--- src/rtl/layer_scheduler.sv ---
// Runs the CNN layer engines one after another (arm, run, advance) with a per-layer watchdog,
// and routes the active layer's request onto the shared result BRAM port A.
module layer_scheduler #(
    parameter int NUM_LAYERS = 7,
    parameter int ADDR_W     = 13,
    parameter int DATA_W     = 16,
    parameter int TIMEOUT    = 200000
) (
    input  logic                         clk,
    input  logic                         rst,
    input  logic                         start,
    input  logic                         abort,
    output logic [NUM_LAYERS-1:0]        layer_en,
    input  logic [NUM_LAYERS-1:0]        layer_finish,
    input  logic [NUM_LAYERS-1:0]        lyr_ena,
    input  logic [NUM_LAYERS-1:0]        lyr_wea,
    input  logic [NUM_LAYERS*ADDR_W-1:0] lyr_addra,
    input  logic [NUM_LAYERS*DATA_W-1:0] lyr_dina,
    output logic                         bram_ena,
    output logic                         bram_wea,
    output logic [ADDR_W-1:0]            bram_addra,
    output logic [DATA_W-1:0]            bram_dina,
    output logic                         busy,
    output logic                         done,
    output logic                         err,
    output logic [3:0]                   cur_layer
);

    localparam int IDX_W = (NUM_LAYERS > 1) ? $clog2(NUM_LAYERS) : 1;
    localparam int WD_W  = (TIMEOUT > 1) ? $clog2(TIMEOUT) : 1;

    localparam logic [IDX_W-1:0] LAST_IDX = IDX_W'(NUM_LAYERS - 1);
    localparam logic [WD_W-1:0]  WD_LAST  = WD_W'(TIMEOUT - 1);

    typedef enum logic [2:0] {
        S_IDLE,
        S_ARM,
        S_RUN,
        S_NEXT,
        S_DONE,
        S_ERR
    } state_t;

    state_t                r_state;
    logic [IDX_W-1:0]      r_idx;
    logic                  r_arm_2nd;
    logic [WD_W-1:0]       r_wd;
    logic [NUM_LAYERS-1:0] r_layer_en;
    logic                  r_busy;
    logic                  r_done;
    logic                  r_err;

    logic                  w_route;
    logic                  w_finish;
    logic                  w_bram_ena;
    logic                  w_bram_wea;
    logic [ADDR_W-1:0]     w_bram_addra;
    logic [DATA_W-1:0]     w_bram_dina;

    function automatic logic [NUM_LAYERS-1:0] onehot(input logic [IDX_W-1:0] idx);
        logic [NUM_LAYERS-1:0] v;
        v = '0;
        for (int k = 0; k < NUM_LAYERS; k++) begin
            if (idx == IDX_W'(k)) v[k] = 1'b1;
        end
        return v;
    endfunction

    assign w_route = (r_state == S_ARM) || (r_state == S_RUN);

    // NOTE: every signal written here gets a default first, so no path can infer a latch.
    always_comb begin
        w_finish     = 1'b0;
        w_bram_ena   = 1'b0;
        w_bram_wea   = 1'b0;
        w_bram_addra = '0;
        w_bram_dina  = '0;
        for (int k = 0; k < NUM_LAYERS; k++) begin
            if (r_idx == IDX_W'(k)) begin
                w_finish = layer_finish[k];
                if (w_route) begin
                    w_bram_ena   = lyr_ena[k];
                    w_bram_wea   = lyr_wea[k];
                    w_bram_addra = lyr_addra[k*ADDR_W +: ADDR_W];
                    w_bram_dina  = lyr_dina[k*DATA_W +: DATA_W];
                end
            end
        end
    end

    // NOTE: state is updated with non-blocking assignments so every branch sees pre-edge values.
    always_ff @(posedge clk or negedge rst) begin
        if (!rst) begin
            r_state    <= S_IDLE;
            r_idx      <= '0;
            r_arm_2nd  <= 1'b0;
            r_wd       <= '0;
            r_layer_en <= '0;
            r_busy     <= 1'b0;
            r_done     <= 1'b0;
            r_err      <= 1'b0;
        end else begin
            r_done <= 1'b0;
            case (r_state)
                S_IDLE, S_ERR: begin
                    // abort outranks start even while idle or in error
                    if (start && !abort) begin
                        r_state    <= S_ARM;
                        r_idx      <= '0;
                        r_arm_2nd  <= 1'b0;
                        r_layer_en <= onehot('0);
                        r_busy     <= 1'b1;
                        r_err      <= 1'b0;
                    end
                end
                S_ARM: begin
                    if (abort) begin
                        r_state    <= S_IDLE;
                        r_layer_en <= '0;
                        r_busy     <= 1'b0;
                    end else if (r_arm_2nd) begin
                        r_state <= S_RUN;
                        r_wd    <= '0;
                    end else begin
                        r_arm_2nd <= 1'b1;
                    end
                end
                S_RUN: begin
                    if (abort) begin
                        r_state    <= S_IDLE;
                        r_layer_en <= '0;
                        r_busy     <= 1'b0;
                    end else if (w_finish) begin
                        r_state    <= S_NEXT;
                        r_layer_en <= '0;
                    end else if (r_wd == WD_LAST) begin
                        r_state    <= S_ERR;
                        r_layer_en <= '0;
                        r_busy     <= 1'b0;
                        r_err      <= 1'b1;
                    end else begin
                        r_wd <= r_wd + WD_W'(1);
                    end
                end
                S_NEXT: begin
                    if (abort) begin
                        r_state <= S_IDLE;
                        r_busy  <= 1'b0;
                    end else if (r_idx == LAST_IDX) begin
                        r_state <= S_DONE;
                        r_busy  <= 1'b0;
                        r_done  <= 1'b1;
                    end else begin
                        r_state    <= S_ARM;
                        r_idx      <= r_idx + IDX_W'(1);
                        r_arm_2nd  <= 1'b0;
                        r_layer_en <= onehot(r_idx + IDX_W'(1));
                    end
                end
                S_DONE: begin
                    r_state <= S_IDLE;
                end
                default: begin
                    r_state    <= S_IDLE;
                    r_layer_en <= '0;
                    r_busy     <= 1'b0;
                end
            endcase
        end
    end

    assign layer_en   = r_layer_en;
    assign busy       = r_busy;
    assign done       = r_done;
    assign err        = r_err;
    assign cur_layer  = 4'(r_idx);
    assign bram_ena   = w_bram_ena;
    assign bram_wea   = w_bram_wea;
    assign bram_addra = w_bram_addra;
    assign bram_dina  = w_bram_dina;

endmodule

--- config.mk ---
export PLATFORM = sky130hd
export DESIGN_NAME = layer_scheduler
export DESIGN_NICKNAME = d
export VERILOG_FILES = /design/src/rtl/layer_scheduler.sv
export SDC_FILE = /design/constraint.sdc
export NUM_CORES = 1
export LEC_CHECK = 0
export ABC_CLOCK_PERIOD_IN_PS = 2760
export CORE_UTILIZATION = 36
export CTS_CLUSTER_SIZE = 30
export DETAILED_ROUTE_END_ITERATION = 7
export GPL_ROUTABILITY_DRIVEN = 0
export HOLD_SLACK_MARGIN = 0.12
export PLACE_DENSITY = 0.84
export SYNTH_ARGS = -nofsm -noshare
export SYNTH_HDL_FRONTEND = slang
export SYNTH_SLANG_ARGS = --single-unit
--- constraint.sdc ---
create_clock -name clk -period 2.76 [get_ports clk]
set_clock_uncertainty 0.15 [all_clocks]
set_input_delay 0.69 -clock clk [delete_from_list [all_inputs] [get_ports clk]]
set_output_delay 0.69 -clock clk [all_outputs]
set_load 0.005 [all_outputs]
# Word-level counts from Yosys, hierarchy flattened
# Cells that the tools add are included.
[totals] inputBits=228 register_bits=35
[op_classes] reduce_logical=18 n_eq_ne=33 n_bitwise=1 n_mux=117 add_sub_neg=2
[op_table] op="$mux 16" n=14
[op_table] op="$mux 13" n=14
[op_table] op="$mux 18" n=5
[op_table] op="$mux 1" n=59
[op_table] op="$mux 7" n=7
[op_table] op="$pmux 18 s2" n=1
[op_table] op="$pmux 7 s5" n=1
[op_table] op="$mux 3" n=11
[op_table] op="$eq 3x3->1 const B" n=8
[op_table] op="$add 18x1->18 const B" n=1
[op_table] op="$eq 18x18->1 const B" n=1
[op_table] op="$eq 3x2->1 const B" n=6
[op_table] op="$ne 2x2->1 const B" n=9
[op_table] op="$reduce_and 6->1" n=3
[op_table] op="$pmux 3 s4" n=1
[op_table] op="$reduce_and 5->1" n=2
[op_table] op="$eq 3x1->1 const B" n=3
[op_table] op="$logic_not 3->1" n=3
[op_table] op="$ne 3x3->1 const B" n=3
[op_table] op="$pmux 3 s2" n=1
[op_table] op="$reduce_bool 2->1" n=3
[op_table] op="$pmux 1 s5" n=1
[op_table] op="$ne 4x3->1 const B" n=1
[op_table] op="$reduce_and 4->1" n=1
[op_table] op="other kinds (12)" n=12

# Depth between registers and ports, before layout
[logic_depth] depth_word=16 depth_mapped=10 mapped_depth_nobuf=8

# Worst setup path after synthesis
# Ideal clock, no wire load.
[synth_timing] kind="register to output" start="register r_idx[0]" end="output bram_wea" path_buffers=2 path_stages_with_launch=10 setup_slack_ns=0.030 required_time_ns=1.920 t_arrival_ns=1.890 path_cell_list="dfrtp_1 > inv_1 > ha_1 > buf_2 > buf_1 > nor2b_1 > a22oi_1 > o21ai_0 > a221oi_1 > o21ai_0"
[synth_via] elab_chain_cells=14 word_cells_on_any_way=20 classes_between="eq/ne (6); mux (13); reduce/logical (1)"
[synth_rtl] element="start, declared" line_no="45" rtl="logic [IDX_W-1:0] r_idx;"
[synth_rtl] element="start signal, assigned" line_no="155" rtl="r_idx <= r_idx + IDX_W'(1);"
[synth_rtl] element="$logic_not 3->1" line_no="79" rtl="if (r_idx == IDX_W'(k)) begin"
[synth_rtl] element="$mux 1" line_no="79"
[synth_rtl] element="$mux 1" line_no="81" rtl="if (w_route) begin"
[synth_rtl] element="$mux 1" line_no="79"
[synth_rtl] element="$mux 1" line_no="81"
[synth_rtl] element="$mux 1" line_no="79"
[synth_rtl] element="$mux 1" line_no="81"
[synth_rtl] element="$mux 1" line_no="79"
[synth_rtl] element="$mux 1" line_no="81"
[synth_rtl] element="$mux 1" line_no="79"
[synth_rtl] element="$mux 1" line_no="81"
[synth_rtl] element="$mux 1" line_no="79"
[synth_rtl] element="$mux 1" line_no="81"
[synth_rtl] element="$mux 1 (*)" line_no="79"
[synth_rtl] element="end, declared" line_no="20" rtl="output logic bram_wea,"
# Mark *: on every way between the ends. The rest lies on a longest branch, timed or not.

# Worst setup path after layout
[layout_timing] start="register r_idx[0]" end="output bram_dina[3]"
[layout_via] elab_chain_cells=14 word_cells_on_any_way=20 classes_between="eq/ne (6); mux (13); reduce/logical (1)"
[layout_rtl] element="$logic_not 3->1" line_no="79"
[layout_rtl] element="$mux 16" line_no="79"
[layout_rtl] element="$mux 16" line_no="81"
[layout_rtl] element="$mux 16" line_no="79"
[layout_rtl] element="$mux 16" line_no="81"
[layout_rtl] element="$mux 16" line_no="79"
[layout_rtl] element="$mux 16" line_no="81"
[layout_rtl] element="$mux 16" line_no="79"
[layout_rtl] element="$mux 16" line_no="81"
[layout_rtl] element="$mux 16" line_no="79"
[layout_rtl] element="$mux 16" line_no="81"
[layout_rtl] element="$mux 16" line_no="79"
[layout_rtl] element="$mux 16" line_no="81"
[layout_rtl] element="$mux 16 (*)" line_no="79"
[layout_rtl] element="end, declared" line_no="22" rtl="output logic [DATA_W-1:0] bram_dina,"
# Marks and branches as above.

==> run metrics <==
outcome=finished with violations; violated checks=negative setup slack; antenna violations before repair=2; pin count of the biggest net entering global routing=36; Inst Count DP=1,000; Fin. Hold Viols=0; crit-path max FO=7; Net Count, Synth=about 800; Final Setup Violations=60; die height=106 um; post-synthesis compound-gate area fraction=0.423; LEAKAGE=3.56 nW; RSZ-0062 raised after global routing=true; worst path cell trace=inv_2 > buf_6 > ha_4 > buf_12 > buf_4 > nand2_1 > o21ai_2 > a221oi_2 > o21ai_2 > buf_2; Reg area=876 um^2; vias in the first global route=about 6,200; Die X=around 110 um; CP startpoint kind=flop; Clock H-tree levels=2; PwrDens=810 mW/mm^2; clk_lat worst skew=0.30 ns; vias per std cell=6.35; Crit path top cell by count=o21ai_2; Fin Setup TNS=-10.95 ns; R2R Setup Slk=-0.14 ns; Post-Synth Adder-Cell Area=0.0256; hold crit path type=reg2reg; Main synth FF type=dfrtp_1; filler instances=583; DR iter-0 viols=630; CTS clk-pin slew, worst paths=0.07 ns; largest family of logic cells by synthesized area=compound AO/OA/AOI/OAI gates; Area Growth Syn to Fin=124%; fin cells=1,054; Avg Inst Size Synth=6.87 um^2; hold slack final=0.342 ns; WL per Instance=24.5 um; initial core utilization=0.375; maximum vdd drop=0.520 mV; vias=around 6,700; die area=0.0113 mm^2; number of clock sinks=35; post-synth cell types=58; drc violations=0; Synth Area in Simple Gates=0.250; worst setup margin=-0.541 ns; grt ovf=0; first-pass GRT wire length=32,900 um; Crit. End Element=output pin; Layout Utilization=0.842; synthesized flop and latch total=35; FFs w/ async S/R, synth=1.00; Routed Antenna Nets=0; Syn Inst Count=around 570; most common cell in the netlist=o21ai_0; Final Max Tran Viols=0; top cells by area, synth=dfrtp_1, o21ai_0, nand2_1, a221oi_1, a22oi_1; IO Pins=between 200 and 300; Cell Rows=37; drt total wl=between 20,000 and 30,000 um; PortBufs=271; Nets=1,152; Final min period=between 3 and 4 ns; CTS tree=done; top cell type's share of synthesized area=0.224; Final Cycle Share=1.20; XOR/XNOR Fraction of Synth Area=0; multi-input combinational cell area=0.00357 mm^2; Worst Path Arrival=2.46 ns; CTS root buf=clkbuf_8; area leader, netlist=dfrtp_1; core area=0.0104 mm^2; mux cell area share after synthesis=0.00576; hpwl dp=16,200 um; f_max=303 MHz; CTS Buf Count=5; commonest cells in the netlist=o21ai_0, nand2_1, a21oi_1; Max Cap Viol=0; CP peak stage delay=0.45 ns; GR Util All Layers=0.385; YS warnings=0; share of cells above drive strength 1=0.324; Seq/Total Area, Yosys=0.224; Post-Syn Area=0.00391 mm^2; CP required=1.92 ns; number of flops mapped to enable cells by yosys=0; CTS Buffer Depth=2; slowest CP cell=dfrtp_1; drt first pass iters=6; Setup Crit Path Kind=reg2out
cell usage in the layout, fill, tap and decap left out, drive strengths merged, types with 10 or more instances in the layout:
master	synthesis	routed
clkdlybuf4s50	0	240
buf	21	135
o21ai	112	112
nand2	81	81
a21oi	51	51
nor2	40	40
dfrtp	35	35
a22oi	35	35
a221oi	30	30
clkbuf	35	20
nand4	15	15
or3	12	12
nand3	10	10
worst max-delay path, delay by kind of cell (launching register included):
| family | cells | cell delay (ns) |
|---|---|---|
| and+or+nand+nor | 1 | 0.21 |
| adders and majority gates | 1 | 0.22 |
| DFF | 1 | 0.45 |
| AOI/OAI and AO/OA | 3 | 0.58 |
| buffers and inverters | 5 | 0.70 |
registers in the layout (all words and copies together) (netlist names):
name and flops:
r_idx 3, layer_en 7, done 1, err 1
r_arm_2nd 1, r_wd 18, busy 1, r_state 3
metrics by stage:
stage | power [W] | setup slack (ns) | cell area [um^2]
3_5_place_dp | 0.00472 | -0.707 | 7290
3_3_place_gp | 0.00461 | -0.719 | 7290
2_1_floorplan | 0.00251 | 0.0302 | 3910
4_1_cts | 0.00584 | -0.561 | 7980
5_1_grt | 0.00740 | -0.724 | 8770
6_report | 0.00711 | -0.541 | 8770
path summary, 6_finish.rpt:
check / start / endpoint / cells after the start
min in group asynchronous: rst / done / 2
worst max register to register: r_idx[0] / r_wd[6] / 12
worst min-delay path: layer_en[6] / layer_en[6] / 1
worst max-delay path: r_idx[0] / bram_dina[3] / 10
worst min register to register: layer_en[6] / layer_en[6] / 1
max in group asynchronous: rst / r_idx[0] / 2
per-layer routing:
layer,routed length [um],global-route usage,part of all wire,vias up
met2,12000,0.648,0.47,581
met1,8990,0.460,0.35,3116
li1,-,-,-,2846
met5,16,0,0.00062,-
met4,1530,0.146,0.059,2
met3,3260,0.112,0.13,145
what timing repair did:
item | CTS | global route
setup buffers | 18 | 17
setup endpoints to repair | 58 | 59
gates cloned | 5 | 8
pin swaps | 17 | 69
hold buffers | 0 | 0
gates resized for setup | 152 | 225
report_power, final:
part           leakage [nW]  switching (W)  internal (W)
Sequential            0.478      0.0000813      0.000578
Clock                0.0412       0.000197      0.000176
Combinational          3.04        0.00303       0.00305
layout make-up:
class | instances | share of cell area
multi-input combinational | 472 | 0.407
clock inverter | 2 | 0.00143
antenna | 1 | 0.000285
timing repair buffer | 396 | 0.461
sequential | 35 | 0.0998
inverter | 6 | 0.00257
tap | 136 | 0.0194
clock buffer | 6 | 0.00827
cells by family after synthesis:
kind of cell	after synthesis
buffers and inverters	62
DFF	35
and+or+nand+nor	200
muxes	2
other	1
adders and majority gates	8
AOI/OAI and AO/OA	261
No activity file was read; power rests on OpenSTA's default activity.
